[src/rtl/pipe_stage_reg.sv]
// pipe_stage_reg: inter-stage buffer with valid/ready handshake.
// SKID=1 keeps a second entry so in_ready comes straight from a flop and
// never depends on out_ready; SKID=0 is a single entry whose in_ready looks
// at out_ready combinationally. flush empties the stage, and a saturating
// counter tracks the cycles spent stalled on downstream backpressure.
module pipe_stage_reg #(
  parameter int                WIDTH       = 32,
  parameter logic [WIDTH-1:0]  RESET_VALUE = {WIDTH{1'b0}},
  parameter int                SKID        = 1,
  parameter int                STALL_CNT_W = 16
) (
  input  logic                   clk,
  input  logic                   rst,
  input  logic                   flush,
  input  logic                   in_valid,
  output logic                   in_ready,
  input  logic [WIDTH-1:0]       in_data,
  output logic                   out_valid,
  input  logic                   out_ready,
  output logic [WIDTH-1:0]       out_data,
  output logic [STALL_CNT_W-1:0] stall_cnt,
  input  logic                   stall_clr
);

  typedef enum logic [1:0] {EMPTY, BUSY, FULL} state_t;

  localparam logic [STALL_CNT_W-1:0] STALL_MAX = '1;

  state_t           state, state_nxt;
  logic [WIDTH-1:0] m_q, s_q;
  logic             in_fire, out_fire;
  logic             load_m_in, load_m_skid, load_s;

  assign out_valid = (state != EMPTY);
  assign out_data  = m_q;
  assign in_fire   = in_valid && in_ready;
  assign out_fire  = out_valid && out_ready;

  generate
    if (SKID != 0) begin : g_skid
      // Registered ready: only the FULL state blocks input.
      assign in_ready = (state != FULL) && !rst;
    end else begin : g_noskid
      // Single entry: accept when empty or when the held beat leaves now.
      assign in_ready = (!out_valid || out_ready) && !rst;
    end
  endgenerate

  // Next-state and register load selection; flush overrides any handshake.
  always_comb begin
    state_nxt   = state;
    load_m_in   = 1'b0;
    load_m_skid = 1'b0;
    load_s      = 1'b0;
    if (flush) begin
      state_nxt = EMPTY;
    end else begin
      case (state)
        EMPTY: begin
          if (in_fire) begin
            load_m_in = 1'b1;
            state_nxt = BUSY;
          end
        end
        BUSY: begin
          if (in_fire && out_fire) begin
            load_m_in = 1'b1;
          end else if (in_fire && (SKID != 0)) begin
            load_s    = 1'b1;
            state_nxt = FULL;
          end else if (out_fire) begin
            state_nxt = EMPTY;
          end
        end
        FULL: begin
          if (out_fire) begin
            load_m_skid = 1'b1;
            state_nxt   = BUSY;
          end
        end
        default: state_nxt = EMPTY;
      endcase
    end
  end

  // State register.
  always_ff @(posedge clk) begin
    if (rst) state <= EMPTY;
    else     state <= state_nxt;
  end

  // Payload registers; on flush they simply hold (contents are dead).
  always_ff @(posedge clk) begin
    if (rst) begin
      m_q <= RESET_VALUE;
      s_q <= RESET_VALUE;
    end else begin
      if (load_m_in)        m_q <= in_data;
      else if (load_m_skid) m_q <= s_q;
      if (load_s)           s_q <= in_data;
    end
  end

  // Saturating stall counter; clear wins over increment, flush leaves it alone.
  always_ff @(posedge clk) begin
    if (rst || stall_clr)
      stall_cnt <= '0;
    else if (out_valid && !out_ready && (stall_cnt != STALL_MAX))
      stall_cnt <= stall_cnt + 1'b1;
  end

endmodule

[config.mk]
export PLATFORM = sky130hd
export DESIGN_NAME = pipe_stage_reg
export DESIGN_NICKNAME = d
export VERILOG_FILES = /design/src/rtl/pipe_stage_reg.sv
export SDC_FILE = /design/constraint.sdc
export NUM_CORES = 1
export LEC_CHECK = 0
export BUFFER_PORTS_ARGS = -buffer_cell sky130_fd_sc_hd__clkbuf_2
export CAP_MARGIN = 0
export CORE_MARGIN = 4
export CORE_UTILIZATION = 40
export CTS_CLUSTER_SIZE = 28
export DETAILED_ROUTE_END_ITERATION = 12
export PLACE_DENSITY = 0.68
export SLEW_MARGIN = 15
export SYNTH_ARGS = -nofsm -noshare
export SYNTH_HDL_FRONTEND = slang
export SYNTH_SLANG_ARGS = --single-unit
[constraint.sdc]
create_clock -name clk -period 4.6 [get_ports clk]
set_input_delay 0.46 -clock clk [delete_from_list [all_inputs] [get_ports clk]]
set_output_delay 0.46 -clock clk [all_outputs]
set_load 0.005 [all_outputs]
==> results.md, run 1 <==
Layout:
- The net count of the finished layout is 512.
- The fraction of layout cells with a size suffix above 1 is 24.1%.
- The register area is 0.00164 mm^2.
- The combined area of the multi-input logic cells is 0.00171 mm^2.
- The repair_antennas step left the layout with diodes totalling 0.
- The layout filler cell count is between 800 and 900.
- The area added between synthesis and finish is 20.3%.

Floorplanning:
- The die covers between 0.01 and 0.015 mm^2.
- From left edge to right edge, the die measures 101 um.
- The row count is 33.
- The effective utilization at floorplan is a little over two fifths.
- The height of the die is between 100 and 150 um.
- The number of I/O pins is 88.
- The placeable core area is ~0.0083 mm^2.

Worst setup path:
- The setup path with the least slack is of type flip-flop to flip-flop.
- The nature of the critical path endpoint is a flip-flop.
- The critical path goes through nand4_1 -> nor4_1 -> nor4b_1 -> mux2i_1.
- In this run the worst path has a maximum fanout of 11.
- Data on the critical path is required at its endpoint by between 4 and 5 ns.
- The critical path contains buffers and inverters numbering 0 combined.
- Among cell families on the critical path, the largest total delay comes from simple AND/OR/NAND/NOR gates.
- The slowest stage of the critical path belongs to the cell nor4_1.
- For this run, the slowest stage of the critical path takes roughly 0.95 ns.
- STA puts the critical path data arrival time at roughly 2.5 ns.
- The kind of launch point of the worst setup path is a flip-flop.

Timing:
- The setup total negative slack is 0 ns.
- The worst setup skew after layout is roughly 0.015 ns.
- Based on the critical path, the design can be clocked at up to roughly 440 MHz.
- In this run the tightest slew margin relative to its limit is between 30% and 40%.
- The count of endpoints failing hold in the final timing report was 0.
- The total of endpoints with negative setup slack in the final report is 0.
- Setup slack on the critical path of the routed design comes to about 2.3 ns.
- The transition at the pin with the smallest max-transition slack is about 1.0 ns.
- The clock period could shrink to 2.29 ns.
- The post-route clock period utilization is about half.
- Setup repair after global routing left no endpoint under its margin.
- The total count of max-transition violations in the final report is 0.

Synth:
- The flip-flop and latch count after synthesis is just over 80.
- The most common cell in the synthesized netlist is dfxtp_1.
- The cell type with the largest total area after synthesis is dfxtp_1.
- The prevailing post-synth register cell is dfxtp_1.
- The gate count after technology mapping is 400.
- Each instance of the synthesized netlist takes up on average a little under 9 um^2.
- The commonest cells after synthesis are dfxtp_1 (82), nand2_1 (73), nor2_1 (42), a21oi_1 (40), mux2i_1 (36).
- The yosys synthesis warning count is 0.
- The netlist area before placement is 0.00348 mm^2.
- The share of Yosys cell area claimed by the top area cell type is 47.2%.
- The proportion of synthesized chip area in sequential cells is a little under half.
- The netlist uses 46 different library cells.
- Counting flops with a built-in enable in the synthesized netlist gives 0.
- The share of synthesized flip-flops with an asynchronous set or reset is 0%.
- Ranked by total cell area, the synthesized netlist is headed by dfxtp_1 (47%), mux2i_1 (10%), nand2_1 (7.9%), a211oi_1 (7.1%), a21oi_1 (5.8%).
- Synthesis produced a netlist with a net count of 439.

Route:
- After detailed routing, the number of remaining DRC violations is 0.
- The vias per cell is between 5 and 6.
- Before antenna repair, the detailed router went through 4 iterations.
- For this block, the initial DRC count from the detailed router was 149.
- The antenna violation net count after detailed routing is 0.
- After detailed routing, the total wire length is between 8000 and 9000 um.
- The final routed wire length divided by cell count is between 10 and 15 um.
- The routed layout has 3,078 vias.

Power:
- Power spread over the standard cell area amounts to around 330 mW/mm^2.
- For this design the static power due to leakage is around 1.5 nW.
- VDD sags by at most 0.122 mV.

GRT:
- Global routing finished with a remaining overflow of 0.
- The total track usage is between 10% and 20%.
- Entering global routing, the biggest net connects between 70 and 80 pins.
- The number of antenna violations at the first check in global routing is 0.
- The global-route wire length before repair is 13,600 um.
- The via count of the first global-routing pass is about 2,900.

Clocking:
- Buffers inserted to repair hold after CTS numbered 0.
- TritonCTS built the clock tree.
- The count of instances resized after the clock tree is built is 0.
- The post-CTS clock slew at the launch and capture registers of the worst setup and hold paths is 0.08 ns.
- Buffers inserted during clock tree synthesis total 9.
- The maximum number of buffers from clock root to sink is 2.
- The count of buffers added by post-CTS timing repair for setup is 0.
- The number of sinks handled by clock tree synthesis is between 80 and 90.
- The clock reaches the later pin of the worst-skew pair after around 0.35 ns.
- The deepest level of the CTS H-tree is 3.
- The tree is rooted in a clkbuf_8.

Place:
- At the end of routability-driven placement, the weighted congestion stood at 0.811.
- In this run the tool buffered the top-level ports with 87 buffer cells.
- Timing analysis after detailed placement gives a worst setup slack of around 2.3 ns.
- The HPWL after detailed placement is approximately 5500 um.

Min path:
- The worst min-delay path class is input port to flip-flop.

Job:
- The tool flagged a number of max-cap violations equal to 0.

Status:
- The flow ran to the end, and the final reports show no timing, DRC or antenna violations.
per-stage QoR:
step	total power (W)	utilization (%)	cells	hold WS, ns	cell area, um^2
after CTS	0.00139	50.2	583	0.323	4180
final	0.00137	50.2	583	0.335	4180
after global routing	0.00143	50.2	583	0.333	4180
after floorplan	0.000800	-	400	0.436	3480
after detailed placement	0.000848	47.7	567	0.448	3980
after global placement	0.000846	47.3	566	0.441	3950
routing by layer:
metal  up-vias  global-route usage, %  part of all wire (%)
li1       1570                      -                     -
met1      1440                   23.1                    49
met2        60                   24.7                    46
met3         8                   2.69                   4.1
met4         0                   5.83                   1.3
met5         -                      0                     0
where the power goes:
part	switching (W)	leakage, nW	internal, W
registers	0.0000102	0.665	0.000726
logic	0.0000522	0.775	0.0000416
clock network	0.000274	0.0995	0.000271
kinds of logic (layout without fill, tap and decap cells):
logic type	Yosys count	after routing	share of synthesized area, %
flip-flops	82	82	47.2
AND/OR/NAND/NOR	156	156	20.6
buffers and inverters	31	109	4.21
AO/OA/AOI/OAI	93	93	17.0
adder cells (fa/ha/maj)	1	1	0.360
XOR/XNOR	1	1	0.252
multiplexers	36	36	10.4
path summary, 6_finish.rpt:
kind	startpoint	endpoint	slack, ns	cells past startpoint
hold reg to reg	s_q[12]	s_q[12]	0.46	2
setup reg to reg	stall_cnt[4]	stall_cnt[9]	2.31	4
setup / recovery	stall_cnt[4]	stall_cnt[9]	2.31	4
hold / removal	flush	state[1]	0.34	2
placed cells by master (no fill, tap or decap), types with 5 or more instances in the layout:
cell and n:
dfxtp_1 82, a211oi_1 33, mux2i_1 36, o21ai_0 5, clkbuf_8 10, nor2_1 42, a21oi_1 40, nand4_1 5
nor4_1 6, nand2_1 73, clkbuf_2 87
state kept, by name (all words and copies together), names as in the netlist:
register   cells
out_data      32
s_q           32
stall_cnt     16
state          2
worst reg2reg max path: stages (launching register included):
cell,delay [ns]
dfxtp_1,0.47
nand4_1,0.42
nor4_1,0.95
nor4b_1,0.17
mux2i_1,0.16
layout make-up:
cell class,count,share of cell area [%]
Tap cell,105,3.14
Inverter,2,0.179
Multi-Input combinational cell,287,40.8
Clock inverter,6,1.70
Clock buffer,10,3.29
Timing Repair Buffer,91,11.6
Sequential cell,82,39.2
No activity file was read; power rests on OpenSTA's default activity.
==> run 2: changes to the inputs <==
- clock period: 4.6 -> 2.4 ns (I/O delays scaled with it)
==> results.md, run 2 (synthesized netlist as in run 1, its figures left out) <==
Worst setup path:
- The family with the most delay on the worst path is compound AO/OA/AOI/OAI gates.
- The count of buffering cells on the critical path with inverters included is 2 (+2).
- The data arrival time of the critical path is 2.29 ns (-0.23 ns).
- The worst-path maximum fanout is 43 (+32).
- The critical path required time is 2.66 ns (-2.16 ns).
- The kind of launch point of the worst setup path is a flip-flop.
- The signal on the critical path passes through inv_1 -> o21ai_4 -> buf_4 -> nor2_1 -> a211oi_1.
- The largest stage delay on the critical path is 0.84 ns (-0.11 ns).
- The nature of the critical path endpoint is a flip-flop.
- The slowest stage of the critical path is the o21ai_4 cell.
- In this run the critical register-to-register path is launched from state[0].
- The critical path startpoint is state[0].
- The class of the most critical setup path is flip-flop to flip-flop.

Layout:
- The layout filler cell count is 797 (-3.7%).
- The post-layout net count was 515 (+0.59%).
- The area added between synthesis and finish is 20.3% (about the same).
- Leaving out fill and tap cells, the most frequent cells in the layout are clkbuf_2 (87), dfxtp_1 (82), nand2_1 (73).
- The fraction of layout cells with a size suffix above 1 came to 24.5% (+0.47 points).
- The count of non-filler cells in the finished layout is 586 (+0.51%).
- Leaving out fill and tap cells, the most frequent cell in the layout is clkbuf_2.
- The post-route cell area is 0.00419 mm^2 (about the same).
- The number of diodes added for antenna fixing is 0 (unchanged).

Timing:
- The post-route clock period utilization is 84.9% (+35 points).
- The top achievable clock speed is 491 MHz (+13%).
- The count of endpoints failing hold in the final timing report is 0 (unchanged).
- The worst setup skew after layout is 0.0110 ns (-0.00360 ns).
- Setup repair after global routing left no endpoint under its margin.
- The total count of max-transition violations in the final report is 0 (unchanged).
- The shortest period the worst path allows is 2.04 ns (-0.258 ns).
- The minimum setup slack in the final design is 0.363 ns (-1.94 ns).
- The total of endpoints with negative setup slack in the final report is 0 (unchanged).
- The transition at the pin with the smallest max-transition slack is 1.04 ns (+0.00596 ns).
- The worst slew slack as a fraction of its limit is 30.2% (-0.66 points).
- The setup total negative slack is 0 ns (unchanged).

Route:
- The antenna violation net count after detailed routing is 0 (unchanged).
- Routed signal wires occupy layers up through met4.
- The via count is 3,092 (+0.45%).
- The count of TritonRoute iterations in the first routing pass came to 4 (unchanged).
- The vias per cell is 5.28 (about the same).
- The aggregate routed wire length is 8390 um (+2.5%).
- The routed length on met1 came to 4020 um (+0.37%).
- The final routed DRC violation total is 0 (unchanged).
- The final routed wire length divided by cell count is 14.3 um (+2.0%).
- The amount of wire on met3 after detailed routing was 375 um (+11%).
- The wire length on met2 is 3880 um (+3.9%).
- The DRC marker count from the first detailed-route iteration is 151 (+1.3%).

Floorplanning:
- The area of the die is 0.0103 mm^2 (unchanged).
- The row count is 33 (unchanged).
- The placeable core area is 0.00834 mm^2 (unchanged).
- The height of the die is 101 um (unchanged).
- The effective utilization at floorplan came to 41.7% (unchanged).
- The width of the chip is 101 um (unchanged).
- The number of I/O pins is 88 (unchanged).

Status:
- The run finished with clean final reports.

Place:
- The number of placed instances with taps included came to 570 (+0.53%).
- The global placement routability congestion is 0.776 (-4.2%).
- The number of input and output port buffers inserted is 87 (unchanged).
- The instance area at placement was 0.00400 mm^2 (+0.69%).
- The worst setup slack after placement is 0.336 ns (-2.01 ns).
- The HPWL after detailed placement was 5760 um (+4.0%).

Clocking:
- The post-CTS clock slew at the launch and capture registers of the worst setup and hold paths came to 0.09 ns (about the same).
- The count of instances resized after the clock tree is built was 0 (unchanged).
- The later-pin clock latency in the skew report came to 0.35 ns (about the same).
- The CTS tree is yes.
- The count of buffers added by post-CTS timing repair for setup was 0 (unchanged).
- The deepest level of the CTS H-tree is 3 (unchanged).
- The maximum number of buffers from clock root to sink came to 2 (unchanged).
- The number of sinks handled by clock tree synthesis came to 82 (unchanged).
- The hold buffer count at cts is 0 (unchanged).
- The total clock buffers created by CTS is 9 (unchanged).
- The tree is rooted in a clkbuf_8.

Power:
- The power density relative to cell area is 607 mW/mm^2 (+85%).
- The static leakage power came to 1.55 nW (+0.56%).
- The worst supply voltage drop on vdd is 0.278 mV (+130%).

Min path:
- The worst min-delay path class is input port to flip-flop.
- The worst hold path begins at flush.

GRT:
- The via count of the first global-routing pass was 2,856 (-1.4%).
- The global-route wire length before repair is 13,900 um (+2.3%).
- The total track usage was 16.7% (+0.52 points).
- The overflow left after global routing came to 0 (unchanged).
- The maximum number of pins on one net before global-route repair was 71 (unchanged).
- The number of antenna violations at the first check in global routing is 0 (unchanged).

Job:
- The count of max-cap constraint violations is 0 (unchanged).
run 2: cell types whose count changed in the layout (fill, tap and decap cells not counted):
cell | before | now
clkinv_2 | 0 | 1
clkinvlp_4 | 2 | 1
buf_12 | 0 | 2
inv_6 | 2 | 3
bufinv_16 | 1 | 0
buf_16 | 1 | 0
buf_4 | 3 | 5
inv_8 | 0 | 1
clkbuf_8 | 10 | 9
run 2: area by class of cell:
type | count | area, um^2 | area share (%)
timing repair buffer | 94 | 513 | 12.3
sequential | 82 | 1640 | 39.2
tap | 105 | 131 | 3.14
multi-input combinational | 287 | 1710 | 40.8
inverter | 2 | 7.51 | 0.179
clock inverter | 7 | 58.8 | 1.41
clock buffer | 9 | 124 | 2.96
run 2: where the power goes:
part           internal (W)  total (W)  switching (W)
Combinational     0.0000811   0.000184       0.000103
Sequential          0.00139    0.00141      0.0000178
Clock              0.000395   0.000947       0.000552
run 2: worst reg2reg max path: cells and delay by family, from the launching register on:
family | cells | cell delay (ns)
compound gates | 2 | 1.05
buf+inv | 2 | 0.49
flops | 1 | 0.33
simple gates | 1 | 0.08
run 2: final timing paths:
path                                      to  slack (ns)  cells past startpoint
worst max register to register  out_data[16]        0.36                      5
worst min-delay path                state[0]        0.12                      2
worst min register to register       s_q[26]        0.46                      2
worst max-delay path            out_data[16]        0.36                      5
run 2: per-stage QoR:
stage	hold WS, ns	total power, W	utilization [%]
6_report	0.115	0.00254	50.2
5_1_grt	0.104	0.00265	50.2
4_1_cts	0.0961	0.00257	50.2
3_5_place_dp	0.447	0.00163	48.0
3_3_place_gp	0.441	0.00162	48.0
2_1_floorplan	0.316	0.00153	-
run 2: layer usage:
metal | track usage [%] | up-vias
li1 | - | 1578
met1 | 24.1 | 1427
met2 | 25.4 | 77
met3 | 2.62 | 10
met4 | 5.83 | 0
met5 | 0 | -
==> run 3: changes to the inputs <==
- ABC_AREA: default -> 1
- PLACE_DENSITY: 0.68 -> 0.67
- clock period: 2.4 -> 2 ns (I/O delays scaled with it)
==> results.md, run 3 <==
Status:
- The run finished with clean final reports.

Floorplanning:
- The width of the chip is 106 um (+5.1%).
- The area of the die was 0.0113 mm^2 (+10%).
- The placeable core area is 0.00933 mm^2 (+12%).
- The height of the die came to 106 um (+5.1%).
- The number of I/O pins is 88 (unchanged).
- The effective utilization at floorplan is 41.5% (-0.20 points).
- The row count is 35 (+6.1%).

Clocking:
- The number of sinks handled by clock tree synthesis is 82 (unchanged).
- The total clock buffers created by CTS was 9 (unchanged).
- The maximum number of buffers from clock root to sink came to 2 (unchanged).
- The hold buffer count at cts is 0 (unchanged).
- The post-CTS clock slew at the launch and capture registers of the worst setup and hold paths is 0.09 ns (about the same).
- Clock tree synthesis selected as its root buffer the cell clkbuf_8.
- The deepest level of the CTS H-tree is 3 (unchanged).
- The count of instances resized after the clock tree is built is 0 (unchanged).
- The later-pin clock latency in the skew report was 0.35 ns (about the same).
- The count of buffers added by post-CTS timing repair for setup came to 0 (unchanged).
- The CTS tree is yes.

GRT:
- The via count of the first global-routing pass is 3,636 (+27%).
- The overflow left after global routing came to 0 (unchanged).
- The maximum number of pins on one net before global-route repair is 45 (-37%).
- The total track usage came to 17.8% (+1.1 points).
- The global-route wire length before repair is 16,600 um (+19%).
- The number of antenna violations at the first check in global routing is 0 (unchanged).

Worst setup path:
- The worst register-to-register path ends at stall_cnt[11].
- The startpoint identified for the worst register-to-register timing path is stall_cnt[1].
- The critical path required time came to 2.27 ns (-0.39 ns).
- The flop-to-flop setup slack is 0.26 ns (-0.10 ns).
- The worst reg-to-reg path cell count was 7 (+2).
- The worst-path maximum fanout is 16 (-63%).
- The worst setup path is of the flip-flop to flip-flop kind.
- The most critical setup path has its endpoint at stall_cnt[11].
- The data arrival time of the critical path is 2.01 ns (-0.28 ns).
- Tracing the worst setup path back leads to its startpoint at stall_cnt[1].
- The nature of the critical path endpoint is a flip-flop.
- STA classifies the critical path startpoint as a flip-flop.

Layout:
- The most frequent standard cell in the layout excluding fill and tap cells is nand2_1.
- The layout filler cell count is 964 (+21%).
- The area added between synthesis and finish is 18.6%.
- The fraction of layout cells with a size suffix above 1 is 20.0% (-4.5 points).
- The number of diodes added for antenna fixing is 0 (unchanged).
- In the layout the commonest cells are nand2_1 (156), clkbuf_2 (87), dfxtp_1 (82).
- The post-layout net count is 673 (+31%).
- The count of non-filler cells in the finished layout came to 768 (+31%).

Synth:
- The share of synthesized flip-flops with an asynchronous set or reset is 0% (unchanged).
- The commonest cells after synthesis are nand2_1 (156), dfxtp_1 (82), a21oi_1 (79), nand3_1 (69), inv_1 (47).
- The yosys synthesis warning count is 0 (unchanged).
- The number of nets in the synthesized netlist came to 597 (+36%).
- The library cell with the highest instance count after synthesis is nand2_1.
- The unique cell type count in the Yosys netlist is 30 (-35%).
- The number of enable-type register cells in the synthesized netlist is 0 (unchanged).
- The netlist area before placement is 0.00387 mm^2 (+11%).
- The share of Yosys cell area claimed by the top area cell type is 42.4% (-4.8 points).
- The cell type with the largest total area after synthesis is dfxtp_1.
- The proportion of synthesized chip area in sequential cells is 42.4% (-4.8 points).
- In the post-synthesis netlist, the biggest area contributors are dfxtp_1 (42%), nand2_1 (15%), a21oi_1 (10%), nand3_1 (8.9%), inv_1 (4.6%).
- The gate count after technology mapping is 558 (+40%).
- The prevailing post-synth register cell is dfxtp_1.
- The flip-flop and latch count after synthesis is 82 (unchanged).
- The post-synthesis area per instance was 6.94 um^2 (-20%).

Place:
- The HPWL after detailed placement is 6960 um (+21%).
- The number of placed instances with taps included came to 752 (+32%).
- The number of input and output port buffers inserted was 87 (unchanged).
- The global placement routability congestion is 0.798 (+2.7%).

Timing:
- The top achievable clock speed was 575 MHz (+17%).
- The total of endpoints with negative setup slack in the final report is 0 (unchanged).
- The shortest period the worst path allows is 1.74 ns (-0.298 ns).
- The total count of max-transition violations in the final report is 0 (unchanged).
- The worst slew slack as a fraction of its limit came to 72.0% (+42 points).
- The post-route clock period utilization is 87.0% (+2.1 points).
- The transition at the pin with the smallest max-transition slack is 0.419 ns (-0.623 ns).
- The worst setup skew after layout was 0.00943 ns (-0.00159 ns).
- Setup repair after global routing left no endpoint under its margin.
- The count of endpoints failing hold in the final timing report was 0 (unchanged).
- The setup total negative slack is 0 ns (unchanged).

Route:
- The count of TritonRoute iterations in the first routing pass came to 5 (+1).
- The DRC marker count from the first detailed-route iteration is 147 (-2.6%).
- The antenna violation net count after detailed routing was 0 (unchanged).
- The aggregate routed wire length is 9890 um (+18%).
- The vias per cell is 4.99 (-5.4%).
- The final routed wire length divided by cell count came to 12.9 um (-10%).
- The final routed DRC violation total is 0 (unchanged).
- The via count is 3,835 (+24%).

Min path:
- The path class of the tightest hold or removal check is input port to flip-flop.
- The cell depth of the worst hold path is 3 (+1).

Power:
- The static leakage power is 2.06 nW (+33%).
- The power density relative to cell area is 682 mW/mm^2 (+12%).
- The worst supply voltage drop on vdd is 0.369 mV (+33%).

Job:
- The count of max-cap constraint violations is 0 (unchanged).
-- run 3: layout make-up --
type | instances | area (um^2) | share of cell area (%)
Multi-Input combinational cell | 391 | 1870 | 40.7
Inverter | 51 | 194 | 4.22
Clock buffer | 10 | 138 | 3.00
Clock inverter | 6 | 50.0 | 1.09
Tap cell | 129 | 161 | 3.52
Timing Repair Buffer | 99 | 538 | 11.7
Sequential cell | 82 | 1640 | 35.8
-- run 3: kinds of logic (layout without fill, tap and decap cells) --
group	Yosys count	count (layout)	share of synthesized area (%)
flops	82	82	42.4
fa+ha+maj	1	1	0.323
xor+xnor	8	8	1.81
buf+inv	85	166	9.34
simple gates	261	261	29.6
compound gates	121	121	16.5
-- run 3: report_power, final --
| group | internal [W] | total, W | switching, W |
|---|---|---|---|
| Sequential | 0.00167 | 0.00169 | 0.0000208 |
| Combinational | 0.000110 | 0.000285 | 0.000175 |
| Clock | 0.000498 | 0.00116 | 0.000658 |
| Total | 0.00228 | 0.00313 | 0.000853 |
-- run 3: through the flow --
step           instance area (um^2)  hold WS (ns)  power, W  util (%)  setup slack, ns
6_report                       4590        0.0763   0.00313      49.2            0.260
5_1_grt                        4590        0.0707   0.00328      49.2           0.0759
4_1_cts                        4590        0.0629   0.00316      49.2            0.253
3_5_place_dp                   4400         0.453   0.00202      47.2            0.282
3_3_place_gp                   4400         0.449   0.00201      47.2            0.383
2_1_floorplan                  3870         0.278   0.00190         -            0.465
-- run 3: worst min path at each step --
stage	startpoint	end	slack [ns]
CTS	in_data[25]	s_q[25]	0.06
floorplan	out_ready	state[1]	0.28
detailed placement	in_data[1]	s_q[1]	0.45
finish	in_data[19]	s_q[19]	0.08
global placement	in_data[11]	s_q[11]	0.45
global route	in_data[0]	s_q[0]	0.07
-- run 3: worst max-delay path, stage by stage (launching register included) --
cell	delay, ns
dfxtp_1	0.41
ha_1	0.22
nand2_2	0.08
nor2_2	0.15
nand2_1	0.16
o21bai_4	0.39
nand2_1	0.08
a21oi_1	0.16
-- run 3: layer usage --
metal  part of all wire [%]  global-route usage [%]
met5                      0                       0
met4                   0.91                    5.27
met3                    5.5                    3.95
met2                     47                    29.6
met1                     47                    23.0
